`src/rtl/load_align_unit.sv`:
```
`timescale 1ns/1ps
// load_align_unit
// Multi-cycle load path between the core and a word-wide data memory.
// Accepts one load at a time, issues one aligned read (two when the access
// straddles a word boundary), merges the returned words, extracts the
// addressed byte/half/word/dword and sign- or zero-extends it to XLEN.
// The result leaves over a valid/ready response channel.
module load_align_unit #(
    parameter int XLEN     = 32,
    parameter int AW       = 32,
    parameter bit SPLIT_EN = 1'b1
) (
    input  logic            clk,
    input  logic            rst_n,
    input  logic            req_valid,
    output logic            req_ready,
    input  logic [AW-1:0]   req_addr,
    input  logic [2:0]      req_funct3,
    output logic            mem_req,
    input  logic            mem_gnt,
    output logic [AW-1:0]   mem_addr,
    input  logic            mem_rvalid,
    input  logic [XLEN-1:0] mem_rdata,
    output logic            rsp_valid,
    input  logic            rsp_ready,
    output logic [XLEN-1:0] rsp_data,
    output logic            rsp_err
);

    // Bytes per memory word and width of the byte offset inside a word
    localparam int W    = XLEN / 8;
    localparam int OFFW = $clog2(W);

    typedef enum logic [2:0] {
        S_IDLE,
        S_ISSUE0,
        S_WAIT0,
        S_ISSUE1,
        S_WAIT1,
        S_RESP
    } state_t;

    // ------------------------------------------------------------------
    // State and registered outputs
    // ------------------------------------------------------------------
    state_t            r_state;
    logic              r_req_ready;
    logic              r_mem_req;
    logic [AW-1:0]     r_mem_addr;
    logic              r_rsp_valid;
    logic [XLEN-1:0]   r_rsp_data;
    logic              r_rsp_err;

    // Request fields captured at acceptance; later req_* changes are ignored
    logic [OFFW-1:0]   r_off;
    logic [2:0]        r_funct3;
    logic              r_cross;
    logic [XLEN-1:0]   r_lo;

    // ------------------------------------------------------------------
    // Request decode (only meaningful in IDLE while req_valid is high)
    // ------------------------------------------------------------------
    logic [OFFW-1:0]   w_req_off;
    logic [3:0]        w_req_nbytes;
    logic              w_req_cross;
    logic              w_req_illegal;
    logic              w_req_reject;
    logic [AW-1:0]     w_req_aligned;

    assign w_req_off     = req_addr[OFFW-1:0];
    assign w_req_nbytes  = 4'd1 << req_funct3[1:0];
    // Access straddles the word boundary when offset + size exceeds W bytes
    assign w_req_cross   = (5'(w_req_off) + 5'(w_req_nbytes)) > 5'(W);
    assign w_req_aligned = {req_addr[AW-1:OFFW], {OFFW{1'b0}}};

    // LD and LWU only exist on a 64-bit datapath; 111 is never a load
    always_comb begin
        w_req_illegal = 1'b0;
        case (req_funct3)
            3'b011:  w_req_illegal = (XLEN != 64);
            3'b110:  w_req_illegal = (XLEN != 64);
            3'b111:  w_req_illegal = 1'b1;
            default: w_req_illegal = 1'b0;
        endcase
    end

    // Requests answered with an error response and no memory traffic
    assign w_req_reject = w_req_illegal | (w_req_cross & ~SPLIT_EN);

    // ------------------------------------------------------------------
    // Data path: merge words, shift the addressed byte to bit 0, extend
    // ------------------------------------------------------------------
    logic [XLEN-1:0]   w_lo_word;
    logic [XLEN-1:0]   w_hi_word;
    logic [2*XLEN-1:0] w_merged;
    logic [OFFW+2:0]   w_shamt;
    logic [XLEN-1:0]   w_raw;
    logic [3:0]        w_nbytes;
    logic [XLEN-1:0]   w_mask;
    logic              w_sign;
    logic              w_signed;
    logic [XLEN-1:0]   w_result;

    // The word arriving this cycle is used directly so the result can be
    // registered in the same cycle the last read returns
    assign w_lo_word = (r_state == S_WAIT0) ? mem_rdata : r_lo;
    assign w_hi_word = (r_state == S_WAIT1) ? mem_rdata : '0;
    assign w_merged  = {w_hi_word, w_lo_word};
    assign w_shamt   = {r_off, 3'b000};
    assign w_raw     = XLEN'(w_merged >> w_shamt);
    assign w_nbytes  = 4'd1 << r_funct3[1:0];

    // Byte lanes below the access size are kept, the rest are refilled
    genvar gi;
    generate
        for (gi = 0; gi < W; gi++) begin : g_mask
            assign w_mask[8*gi +: 8] = (4'(gi) < w_nbytes) ? 8'hFF : 8'h00;
        end
    endgenerate

    // MSB of the extracted field, used as the fill bit for signed loads
    always_comb begin
        w_sign = 1'b0;
        case (r_funct3[1:0])
            2'b00:   w_sign = w_raw[7];
            2'b01:   w_sign = w_raw[15];
            2'b10:   w_sign = w_raw[31];
            default: w_sign = w_raw[XLEN-1];
        endcase
    end

    // LB/LH/LW sign-extend; U variants and LD zero-fill
    assign w_signed = ~r_funct3[2] & (r_funct3[1:0] != 2'b11);
    assign w_result = (w_raw & w_mask) | ((w_signed & w_sign) ? ~w_mask : '0);

    // ------------------------------------------------------------------
    // Control FSM with registered outputs
    // ------------------------------------------------------------------
    // Sequences accept -> read(s) -> response; outputs change with the state
    always_ff @(posedge clk or negedge rst_n) begin
        if (!rst_n) begin
            r_state     <= S_IDLE;
            r_req_ready <= 1'b1;
            r_mem_req   <= 1'b0;
            r_mem_addr  <= '0;
            r_rsp_valid <= 1'b0;
            r_rsp_data  <= '0;
            r_rsp_err   <= 1'b0;
            r_off       <= '0;
            r_funct3    <= '0;
            r_cross     <= 1'b0;
            r_lo        <= '0;
        end else begin
            case (r_state)
                S_IDLE: begin
                    if (req_valid) begin
                        r_off       <= w_req_off;
                        r_funct3    <= req_funct3;
                        r_cross     <= w_req_cross;
                        r_req_ready <= 1'b0;
                        if (w_req_reject) begin
                            r_state     <= S_RESP;
                            r_rsp_valid <= 1'b1;
                            r_rsp_err   <= 1'b1;
                            r_rsp_data  <= '0;
                        end else begin
                            r_state    <= S_ISSUE0;
                            r_mem_req  <= 1'b1;
                            r_mem_addr <= w_req_aligned;
                        end
                    end
                end

                S_ISSUE0: begin
                    if (mem_gnt) begin
                        r_mem_req <= 1'b0;
                        r_state   <= S_WAIT0;
                    end
                end

                S_WAIT0: begin
                    if (mem_rvalid) begin
                        r_lo <= mem_rdata;
                        if (r_cross) begin
                            // Next word up; the adder wraps at the top of memory
                            r_state    <= S_ISSUE1;
                            r_mem_req  <= 1'b1;
                            r_mem_addr <= r_mem_addr + AW'(W);
                        end else begin
                            r_state     <= S_RESP;
                            r_rsp_valid <= 1'b1;
                            r_rsp_err   <= 1'b0;
                            r_rsp_data  <= w_result;
                        end
                    end
                end

                S_ISSUE1: begin
                    if (mem_gnt) begin
                        r_mem_req <= 1'b0;
                        r_state   <= S_WAIT1;
                    end
                end

                S_WAIT1: begin
                    if (mem_rvalid) begin
                        r_state     <= S_RESP;
                        r_rsp_valid <= 1'b1;
                        r_rsp_err   <= 1'b0;
                        r_rsp_data  <= w_result;
                    end
                end

                S_RESP: begin
                    // req_ready rises only after the handshake, never with it
                    if (rsp_ready) begin
                        r_state     <= S_IDLE;
                        r_rsp_valid <= 1'b0;
                        r_req_ready <= 1'b1;
                    end
                end

                default: begin
                    r_state     <= S_IDLE;
                    r_req_ready <= 1'b1;
                    r_mem_req   <= 1'b0;
                    r_rsp_valid <= 1'b0;
                end
            endcase
        end
    end

    assign req_ready = r_req_ready;
    assign mem_req   = r_mem_req;
    assign mem_addr  = r_mem_addr;
    assign rsp_valid = r_rsp_valid;
    assign rsp_data  = r_rsp_data;
    assign rsp_err   = r_rsp_err;

endmodule

```
`config.mk`:
```
export PLATFORM = sky130hd
export DESIGN_NAME = load_align_unit
export DESIGN_NICKNAME = d
export VERILOG_FILES = /design/src/rtl/load_align_unit.sv
export SDC_FILE = /design/constraint.sdc
export NUM_CORES = 1
export LEC_CHECK = 0
export CAP_MARGIN = 10
export CORE_MARGIN = 5
export CORE_UTILIZATION = 55
export CTS_CLUSTER_DIAMETER = 80
export DETAILED_ROUTE_END_ITERATION = 10
export DONT_BUFFER_PORTS = 1
export PLACE_DENSITY = 0.68
export SETUP_SLACK_MARGIN = 0.3
export SLEW_MARGIN = 10
export SYNTH_ARGS = -nofsm -noshare
export SYNTH_HDL_FRONTEND = slang
export SYNTH_SLANG_ARGS = --single-unit
```
`constraint.sdc`:
```
create_clock -name clk -period 2.5 [get_ports clk]
set_input_delay 0.25 -clock clk [delete_from_list [all_inputs] [get_ports clk]]
set_output_delay 0.25 -clock clk [all_outputs]
set_load 0.01 [all_outputs]
```
[Yosys cells after proc, flatten, opt, wreduce, memory -nomap -nowiden]
Index checks and enable logic that the tools add are counted.
W data, S select, Z words.
Word-level totals
  input port bits: 73
  register bits: 109
  output and inout bits: 68
  word-level logic and storage cells: 116
Operators by class
  multiplexer cells: 49
  bitwise operators: 9
  reduce and logical (&&, ||, !) cells: 16
  eq/ne operators: 21
  shift operators: 3
  order comparisons: 5
  add/subtract/negate cells: 2
Operators by type and width (count)
  $mux W32: 12
  $pmux W32 S3: 1
  $pmux W32 S2: 1
  $shr A64 B5 Y32: 1
  $add A32 B3 Y32 const B: 1
  $and A32 B32 Y32: 1
  $mux W8: 4
  $not A32 Y32: 1
  $or A32 B32 Y32: 1
  $mux W3: 8
  $ne A2 B2 Y1 const B: 11
  $pmux W3 S6: 1
  $reduce_and A6 Y1: 3
  $mux W1: 17
  $eq A3 B3 Y1 const B: 4
  $eq A3 B2 Y1 const B: 3
  $lt A1 B4 Y1 const A: 2
  $lt A2 B4 Y1 const A: 2
  $shl A1 B2 Y4 const A: 2
  $reduce_and A7 Y1: 1
  $pmux W1 S3: 2
  $add A2 B4 Y5: 1
  $gt A5 B3 Y1 const B: 1
  $pmux W1 S5: 1
  other kinds (17): 23

[Logic depth before layout (Yosys ltp)]
Gate-level depths: netlist (run 1).
  depth in word-level cells: 10
  gate-level depth with buffers: 9

[Worst setup path after synthesis (run 1)]
Ideal clock, no wire load.
  path kind: register -> register
  from: reg r_state[2]
  to: reg r_rsp_data[10], in the netlist rsp_data[10]
  clock period less this slack: 2259 ps
  arrival: 2155 ps
  stages on the path, launching flop included: 9
  setup time: 104 ps
  setup slack: 241 ps
  path buffers: 3
  cells stage by stage: dfrtp_1 -> buf_4 -> nor3b_2 -> buf_6 -> mux4_2 -> or2_1 -> or4_1 -> buf_2 -> o311ai_1
Between the ends
  word-level cells in the longest chain between the ends: 10
Ends and longest elaborated chain
  start, declared: line 46  | state_t r_state;
  start signal, assigned: line 142  | r_state <= S_IDLE;
  start signal, assigned: line 162  | r_state <= S_RESP;
  start signal, assigned: line 167  | r_state <= S_ISSUE0;
  $eq A3 B2 Y1 / $eq A3 B3 Y1 (equally long branches): line 106, 154, 107
  $mux W32 (on tied branches): line 106, 107
  $shr A64 B5 Y32: line 110  | assign w_raw = XLEN'(w_merged >> w_shamt);
  $pmux W1 S2: line 124  | case (r_funct3[1:0])
  $and A1 B1 Y1: line 134  | assign w_result = (w_raw & w_mask) | ((w_signed & w_sign) ? ~w_mask : '0);
  $mux W32: line 134
  $or A32 B32 Y32: line 134
  $mux W32: line 184  | if (r_cross) begin
  $mux W32: line 182  | if (mem_rvalid) begin
  $pmux W32 S3: line 154  | case (r_state)
  end signal, assigned: line 193  | r_rsp_data <= w_result;
  end signal, assigned: line 210  | r_rsp_data <= w_result;
  end, declared: line 51  | logic [XLEN-1:0] r_rsp_data;
Parallel ways exist; a longest one is shown, timed or not. The select of a mux whose other input is x is not followed.
A chain may end at the register's enable or synchronous reset.

[Final worst setup path (run 1)]
  from: reg r_state[2]
  to: reg r_rsp_data[14], in the netlist rsp_data[14]
Same word-level chain as after synthesis.

==> results of run 1 <==
==> worst max-delay path by stage <==
stage                                      start                  endpoint  slack, ps  cells after the start
after global routing      r_state[0]$_DFFE_PN0P_   rsp_data[9]$_DFFE_PN0P_        200                      5
final                     r_state[2]$_DFFE_PN0P_  rsp_data[14]$_DFFE_PN0P_        300                      6
after floorplan           r_state[2]$_DFFE_PN0P_  rsp_data[10]$_DFFE_PN0P_        270                      8
after detailed placement  r_state[2]$_DFFE_PN0P_  rsp_data[19]$_DFFE_PN0P_        140                      6
after CTS                 r_state[2]$_DFFE_PN0P_  rsp_data[14]$_DFFE_PN0P_        290                      5
after global placement    r_state[2]$_DFFE_PN0P_  rsp_data[12]$_DFFE_PN0P_        210                      5
==> report_power, final <==
part	internal [mW]	leakage, nW	switching [mW]
Clock	0.826	0.146	0.612
Combinational	1.91	1.38	2.10
Sequential	2.53	1.30	1.10
Total	5.27	2.83	3.81
==> cells in the final DEF (no fill, tap or decap), drive strengths merged, types with 9 or more instances in the layout <==
cell     synthesis  layout
dfrtp          106     106
nand2           70      70
mux2i           59      59
a21oi           52      52
o21ai           49      49
mux2            39      39
buf             24      32
nor2            30      30
nand3           17      17
o31ai           16      16
o22ai           15      15
clkbuf          30      13
inv             12      12
nand2b          12      12
nand4           12      12
a31oi           12      12
a2bb2oi         10      10
mux4             9       9
==> stage by stage <==
stage	cells	setup WS, ps	area [um^2]
2_1_floorplan	652	268	6360
3_3_place_gp	766	213	6490
3_5_place_dp	766	137	6490
4_1_cts	785	285	6830
5_1_grt	788	202	6900
6_report	788	303	6900
==> per-layer routing <==
metal	wire (um)	vias up	share of wire [%]	GRT usage [%]
li1	-	2395	-	-
met2	7630	180	46	35.7
met4	280	0	1.7	5.44
met3	1450	15	8.8	8.85
met1	7100	2464	43	32.0
met5	0	-	0	0
==> logic make-up after synthesis <==
kind of cell,count (synthesis)
and+or+nand+nor,169
AOI/OAI and AO/OA,196
DFF,107
adders and majority gates,4
buffers and inverters,66
xor gates and xnor gates,1
muxes,107
other,1
==> worst max-delay path, stage by stage (launching register included) <==
cell and delay (ps):
sky130_fd_sc_hd__dfrtp_2 430, sky130_fd_sc_hd__buf_4 150, sky130_fd_sc_hd__or3b_1 390, sky130_fd_sc_hd__a21bo_2 270, sky130_fd_sc_hd__or2_1 250, sky130_fd_sc_hd__or4_4 490, sky130_fd_sc_hd__o311ai_1 100
==> final cells by class <==
class                           count  area share (%)
Clock inverter                      2           0.508
Timing Repair Buffer               32            3.90
Sequential cell                   107            38.9
Clock buffer                       13            3.77
Inverter                           12           0.653
Tap cell                          143            2.59
Multi-Input combinational cell    479            49.7
==> sequential cells by signal, summed over array words and instances, names as in the netlist <==
register / count
req_ready: 1
mem_req: 1
rsp_err: 1
r_cross: 1
rsp_valid: 1
r_state: 3
r_off: 2
rsp_data: 32
r_funct3: 3
r_lo: 32
mem_addr: 30
==> timing repair <==
| item | CTS | global route |
|---|---|---|
| pin swaps | 1 | 2 |
| setup buffers | 4 | 3 |
| gates cloned | 0 | 0 |
| resized for setup | 4 | 8 |
| endpoints found under the setup margin | 30 | 31 |
| hold endpoints to repair | 107 | 107 |
==> impl_metrics.prom, run 1 <==
# TYPE chip_impl_metric gauge
chip_impl_info{name="outcome",value="complete, but fails checks"} 1
chip_impl_info{name="failed_checks",value="hold timing"} 1
chip_impl_metric{name="powerDensity",unit="nW/um^2"} 1320
chip_impl_info{name="r2r-end",value="rsp_data[14]$_DFFE_PN0P_"} 1
chip_impl_metric{name="ir_drop",unit="uV"} 866
chip_impl_metric{name="n_fill_cell",unit=""} 947
chip_impl_metric{name="timing_worst_slew_pin_value",unit="ps"} 685
chip_impl_metric{name="drtAntennaViolNets",unit=""} 0
chip_impl_metric{name="total_power",unit="mW"} 9.09
chip_impl_metric{name="min_period_over_period",unit="%"} 87.9
chip_impl_metric{name="synth.avg_cell_area",unit="um^2"} 9.74
chip_impl_metric{name="synth_mux_area_share",unit="%"} 19.4
chip_impl_metric{name="report.final.setup_viol",unit=""} 0
chip_impl_info{name="cts_root_buf",value="sky130_fd_sc_hd__clkbuf_16"} 1
chip_impl_metric{name="grt_pass1_wl",unit="um"} 26600
chip_impl_metric{name="synth-edff-count",unit=""} 0
chip_impl_metric{name="cts-buffers-inserted",unit=""} 9
chip_impl_metric{name="critical_path_at",unit="ps"} 2450
chip_impl_metric{name="firstDrtPassIters",unit=""} 4
chip_impl_metric{name="critical_path_data_required_time",unit="ps"} 2750
chip_impl_info{name="rsz0062_at_grt",value="yes"} 1
chip_impl_metric{name="layout-drive-gt1-share",unit="%"} 17.8
chip_impl_metric{name="dr.first_iter.drc_count",unit=""} 502
chip_impl_metric{name="skew",unit="ps"} 5.74
chip_impl_metric{name="place.detailed.hpwl",unit="um"} 11700
chip_impl_metric{name="post_synth_and_or_nand_nor_area_fraction",unit="%"} 12.9
chip_impl_metric{name="fin_util",unit="%"} 60.7
chip_impl_metric{name="synth-warning-count",unit=""} 0
chip_impl_metric{name="timing.setup.tns",unit="ps"} 0
chip_impl_metric{name="postRouteWirelength",unit="um"} 16500
chip_impl_info{name="worst_min_path_class",value="in -> async"} 1
chip_impl_metric{name="timing.hold.ws",unit="ps"} -402
chip_impl_metric{name="ff_latch_area",unit="um^2"} 2680
chip_impl_metric{name="antenna_violations_before_repair",unit=""} 0
chip_impl_metric{name="fmaxAchievable",unit="MHz"} 455
chip_impl_metric{name="synth-xor-area-share",unit="%"} 0.138
chip_impl_info{name="worst_r2r_startpoint",value="r_state[2]$_DFFE_PN0P_"} 1
chip_impl_metric{name="num_vias",unit=""} 5054
chip_impl_info{name="setup.worst_path.class",value="reg -> reg"} 1
chip_impl_metric{name="synth.top_cell.area_share",unit="%"} 41.8
chip_impl_metric{name="pin_count_of_the_biggest_net_entering_global_routing",unit=""} 108
chip_impl_metric{name="synth-compound-area-share",unit="%"} 19.8
chip_impl_metric{name="wl_per_cell",unit="um"} 20.9
chip_impl_metric{name="ff2ff_path_depth",unit=""} 6
chip_impl_metric{name="synth_seq_area_share",unit="%"} 42.2
chip_impl_metric{name="chipHeight",unit="um"} 117
chip_impl_metric{name="rows",unit=""} 39
chip_impl_metric{name="synthDistinctLibCells",unit=""} 64
chip_impl_metric{name="drcViolationCount",unit=""} 0
chip_impl_metric{name="gr-usage-all-layers",unit="%"} 23.5
chip_impl_info{name="synth_top_family_by_area",value="compound AO/OA/AOI/OAI gates"} 1
chip_impl_metric{name="synthAdderAreaFrac",unit="%"} 0.907
chip_impl_metric{name="hold_viol",unit=""} 107
chip_impl_info{name="setup.worst_path.end_class",value="flip-flop"} 1
chip_impl_metric{name="max-slew-margin-rel",unit="%"} 54.2
chip_impl_metric{name="clkSlewWorstSetupHoldPaths",unit="ps"} 70
chip_impl_metric{name="critical_path.max_fanout",unit=""} 8
chip_impl_info{name="synth-main-ff-cell",value="sky130_fd_sc_hd__dfrtp_1"} 1
chip_impl_metric{name="global_placer_s_final_weighted_congestion",unit=""} 0.954
chip_impl_metric{name="worst_skew_pair.late_latency",unit="ps"} 350
chip_impl_metric{name="area_taken_by_multi_input_logic_gates",unit="um^2"} 3430
chip_impl_metric{name="finalMaxSlewViolations",unit=""} 0
chip_impl_info{name="tritoncts",value="built"} 1
chip_impl_info{name="yosys.cell_count.top_type",value="sky130_fd_sc_hd__dfrtp_1"} 1
chip_impl_info{name="worst_setup_path_start_kind",value="flip-flop"} 1
chip_impl_metric{name="p_leak",unit="nW"} 2.83
chip_impl_metric{name="global_route.overflow_total",unit=""} 0
chip_impl_metric{name="routed_via_density",unit=""} 6.41
chip_impl_metric{name="count_of_buffers_inserted_at_the_top_level_ports",unit=""} 0
chip_impl_metric{name="yosys_register_bits",unit=""} 107
chip_impl_metric{name="n_antenna_cell",unit=""} 0
chip_impl_metric{name="core",unit="um^2"} 11400
chip_impl_metric{name="pin_count",unit=""} 141
chip_impl_metric{name="initial_core_util",unit="%"} 55.8
chip_impl_metric{name="drv.max_cap_violation_count",unit=""} 0
chip_impl_metric{name="grt_pass1_vias",unit=""} 4892
chip_impl_metric{name="die_x",unit="um"} 117
chip_impl_info{name="synth.top_cells.by_area",value="sky130_fd_sc_hd__dfrtp_1 42%, sky130_fd_sc_hd__mux2i_1 9.3%, sky130_fd_sc_hd__mux2_2 6.9%, sky130_fd_sc_hd__nand2_1 4.1%, sky130_fd_sc_hd__a21oi_1 4.1%"} 1
chip_impl_metric{name="clkSinkCount",unit=""} 107
chip_impl_metric{name="die-area",unit="um^2"} 13800
chip_impl_metric{name="h-tree-depth",unit=""} 3
chip_impl_metric{name="synth_area",unit="um^2"} 6340
chip_impl_info{name="cell_type_with_the_highest_aggregate_area_in_the_netlist",value="sky130_fd_sc_hd__dfrtp_1"} 1
chip_impl_metric{name="netlist_instances",unit=""} 651
chip_impl_metric{name="period_needed",unit="ps"} 2200
chip_impl_metric{name="syn_to_final_growth",unit="%"} 8.76
chip_impl_metric{name="finish.net_count",unit=""} 718
chip_impl_info{name="synth_commonest_cells",value="106 x sky130_fd_sc_hd__dfrtp_1, 70 x sky130_fd_sc_hd__nand2_1, 59 x sky130_fd_sc_hd__mux2i_1"} 1
chip_impl_metric{name="clk_path_buf_depth",unit=""} 2
chip_impl_metric{name="postSynth.asyncResetShare",unit="%"} 100
chip_impl_metric{name="rrSetupSlack",unit="ps"} 300
No activity file was read; power rests on OpenSTA's default activity.
==> run 2: changes to the inputs <==
- CORE_UTILIZATION: 55 -> 42
- HOLD_SLACK_MARGIN: not set -> 0.08
- PLACE_DENSITY: 0.68 -> 0.54
- SKIP_LAST_GASP: not set -> 1
==> impl_metrics.prom, run 2 (same netlist as run 1, synthesis figures left out) <==
# TYPE chip_impl_metric gauge
chip_impl_metric{name="drtAntennaViolNets",unit=""} 0
chip_impl_metric{name="die-area",unit="um^2"} 17700
chip_impl_metric{name="critical-path-max-stage-delay",unit="ps"} 570
chip_impl_metric{name="ir_drop",unit="uV"} 553
chip_impl_metric{name="report.final.setup_viol",unit=""} 0
chip_impl_metric{name="layout-drive-gt1-share",unit="%"} 18.8
chip_impl_metric{name="drcViolationCount",unit=""} 0
chip_impl_metric{name="critical_path.max_fanout",unit=""} 8
chip_impl_metric{name="pin_count",unit=""} 141
chip_impl_metric{name="hold_viol",unit=""} 107
chip_impl_metric{name="finish.net_count",unit=""} 759
chip_impl_metric{name="count_of_buffers_inserted_at_the_top_level_ports",unit=""} 0
chip_impl_metric{name="num_vias",unit=""} 5229
chip_impl_metric{name="cts-buffers-inserted",unit=""} 9
chip_impl_metric{name="critical_path_at",unit="ps"} 2500
chip_impl_metric{name="timing.hold.ws",unit="ps"} -405
chip_impl_metric{name="grt_pass1_wl",unit="um"} 28800
chip_impl_info{name="cts_root_buf",value="sky130_fd_sc_hd__clkbuf_16"} 1
chip_impl_info{name="most-common-layout-cells",value="103 x sky130_fd_sc_hd__dfrtp_1, 70 x sky130_fd_sc_hd__nand2_1, 52 x sky130_fd_sc_hd__mux2i_1"} 1
chip_impl_metric{name="global_route.overflow_total",unit=""} 0
chip_impl_metric{name="worst_skew_pair.late_latency",unit="ps"} 350
chip_impl_metric{name="finalInstanceArea",unit="um^2"} 7450
chip_impl_metric{name="p_leak",unit="nW"} 3.03
chip_impl_metric{name="syn_to_final_growth",unit="%"} 17.5
chip_impl_info{name="setup.worst_path.class",value="reg -> reg"} 1
chip_impl_metric{name="firstDrtPassIters",unit=""} 4
chip_impl_info{name="setup.worst_path.end_class",value="flip-flop"} 1
chip_impl_info{name="failed_checks",value="hold timing"} 1
chip_impl_metric{name="min_period_over_period",unit="%"} 90.0
chip_impl_metric{name="clkSinkCount",unit=""} 107
chip_impl_metric{name="finalMaxSlewViolations",unit=""} 0
chip_impl_metric{name="timing.setup.tns",unit="ps"} 0
chip_impl_metric{name="max-slew-margin-rel",unit="%"} 50.2
chip_impl_info{name="rsz0062_at_grt",value="yes"} 1
chip_impl_metric{name="core",unit="um^2"} 15000
chip_impl_metric{name="period_needed",unit="ps"} 2250
chip_impl_metric{name="pin_count_of_the_biggest_net_entering_global_routing",unit=""} 108
chip_impl_metric{name="powerDensity",unit="nW/um^2"} 1250
chip_impl_metric{name="grt_pass1_vias",unit=""} 5239
chip_impl_metric{name="holdBufCountCts",unit=""} 40
chip_impl_info{name="tritoncts",value="built"} 1
chip_impl_metric{name="die_x",unit="um"} 133
chip_impl_info{name="worst_setup_path_start_kind",value="flip-flop"} 1
chip_impl_metric{name="global_placer_s_final_weighted_congestion",unit=""} 0.900
chip_impl_info{name="sequence_of_cells_on_the_critical_path",value="nor3b_4, mux4_2, or2_1, or4_4, o311ai_2"} 1
chip_impl_metric{name="fmaxAchievable",unit="MHz"} 444
chip_impl_metric{name="clk_path_buf_depth",unit=""} 2
chip_impl_info{name="most_common_cell_after_layout_fill_and_taps_aside",value="sky130_fd_sc_hd__dfrtp_1"} 1
chip_impl_metric{name="postRouteWirelength",unit="um"} 17900
chip_impl_metric{name="routed_via_density",unit=""} 5.98
chip_impl_info{name="timing.critical_path.slowest_stage_cell",value="sky130_fd_sc_hd__or4_4"} 1
chip_impl_metric{name="clkSlewWorstSetupHoldPaths",unit="ps"} 70
chip_impl_metric{name="n_fill_cell",unit=""} 1405
chip_impl_metric{name="critical_path_data_required_time",unit="ps"} 2750
chip_impl_metric{name="rows",unit=""} 45
chip_impl_info{name="worst_min_path_class",value="in -> async"} 1
chip_impl_metric{name="dr.first_iter.drc_count",unit=""} 306
chip_impl_metric{name="gr-usage-all-layers",unit="%"} 20.0
chip_impl_metric{name="timing_worst_slew_pin_value",unit="ps"} 747
chip_impl_metric{name="wl_per_cell",unit="um"} 20.4
chip_impl_metric{name="placement.cell_area",unit="um^2"} 6560
chip_impl_metric{name="skew",unit="ps"} 8.24
chip_impl_info{name="outcome",value="complete, but fails checks"} 1
chip_impl_metric{name="initial_core_util",unit="%"} 42.2
chip_impl_metric{name="chipHeight",unit="um"} 133
chip_impl_metric{name="ff2ff_path_depth",unit=""} 5
chip_impl_metric{name="drv.max_cap_violation_count",unit=""} 0
chip_impl_metric{name="place.detailed.hpwl",unit="um"} 12500
chip_impl_metric{name="antenna_violations_before_repair",unit=""} 1
chip_impl_metric{name="h-tree-depth",unit=""} 3
==> run 2: cell types whose count changed in the layout (fill, tap and decap cells not counted), moves of 3 or more <==
cell	previous run	this run
sky130_fd_sc_hd__o31ai_1	16	13
sky130_fd_sc_hd__dlygate4sd3_1	0	40
sky130_fd_sc_hd__mux2i_2	4	7
sky130_fd_sc_hd__mux2i_1	55	52
sky130_fd_sc_hd__o31ai_2	0	3
==> run 2: power by group <==
part / switching, mW / internal (mW) / total (mW)
Clock: 0.629 / 0.762 / 1.39
Sequential: 1.09 / 2.54 / 3.63
Combinational: 2.23 / 2.06 / 4.28
Total: 3.95 / 5.36 / 9.30
==> run 2: layout make-up <==
class | instances | area (um^2) | area share [%]
Multi-Input combinational cell | 479 | 3500 | 47.0
Sequential cell | 107 | 2680 | 36.0
Timing Repair Buffer | 73 | 711 | 9.54
Tap cell | 188 | 235 | 3.16
Clock buffer | 10 | 229 | 3.07
Clock inverter | 4 | 45.0 | 0.605
Inverter | 12 | 45.0 | 0.605
Antenna cell | 1 | 2.50 | 0.0336
==> run 2: what timing repair did <==
action	in CTS	in global routing
cloned	0	1
endpoints found under the hold margin	148	107
pin swaps	2	8
setup buffers	1	5
gates resized for setup	5	23
endpoints found under the setup margin	57	65
==> run 2: stage by stage <==
| stage | util [%] | worst slack [ps] | hold WS (ps) | cells | power (mW) |
|---|---|---|---|---|---|
| floorplan | - | 268 | -45.6 | 652 | 6.43 |
| global placement | 43.7 | 182 | -40.1 | 812 | 7.41 |
| detailed placement | 43.7 | 155 | -41.7 | 812 | 7.53 |
| CTS | 48.3 | 274 | -423 | 867 | 9.04 |
| global route | 49.6 | 131 | -426 | 874 | 9.98 |
| finish | 49.6 | 250 | -405 | 874 | 9.30 |
==> run 2: per-layer routing <==
layer  vias to the layer above  routed length [um]  global-route usage [%]
met4                         0                 328                    6.29
met2                       150                8280                    31.0
met1                      2575                7950                    26.7
met3                        25                1320                    6.39
li1                       2479                   -                       -
met5                         -                   0                       0
==> run 2: worst max-delay path: cells and delay by family, from the launching register on <==
family          cells  cell delay, ps
mux                 1             540
simple gates        3            1100
compound gates      1             110
flops               1             410
==> run 2: final timing paths <==
kind | slack, ps | to | from
worst max-delay path | 250 | rsp_data[9]$_DFFE_PN0P_ | r_state[0]$_DFFE_PN0P_
worst min-delay path | -410 | mem_addr[15]$_DFFE_PN0P_ | rst_n
worst max register to register | 250 | rsp_data[9]$_DFFE_PN0P_ | r_state[0]$_DFFE_PN0P_
worst min register to register | 510 | r_lo[6]$_DFFE_PN0P_ | r_lo[6]$_DFFE_PN0P_
max in group asynchronous | 2720 | req_ready$_DFFE_PN1P_ | rst_n
min in group clk | 100 | mem_addr[8]$_DFFE_PN0P_ | req_addr[8]
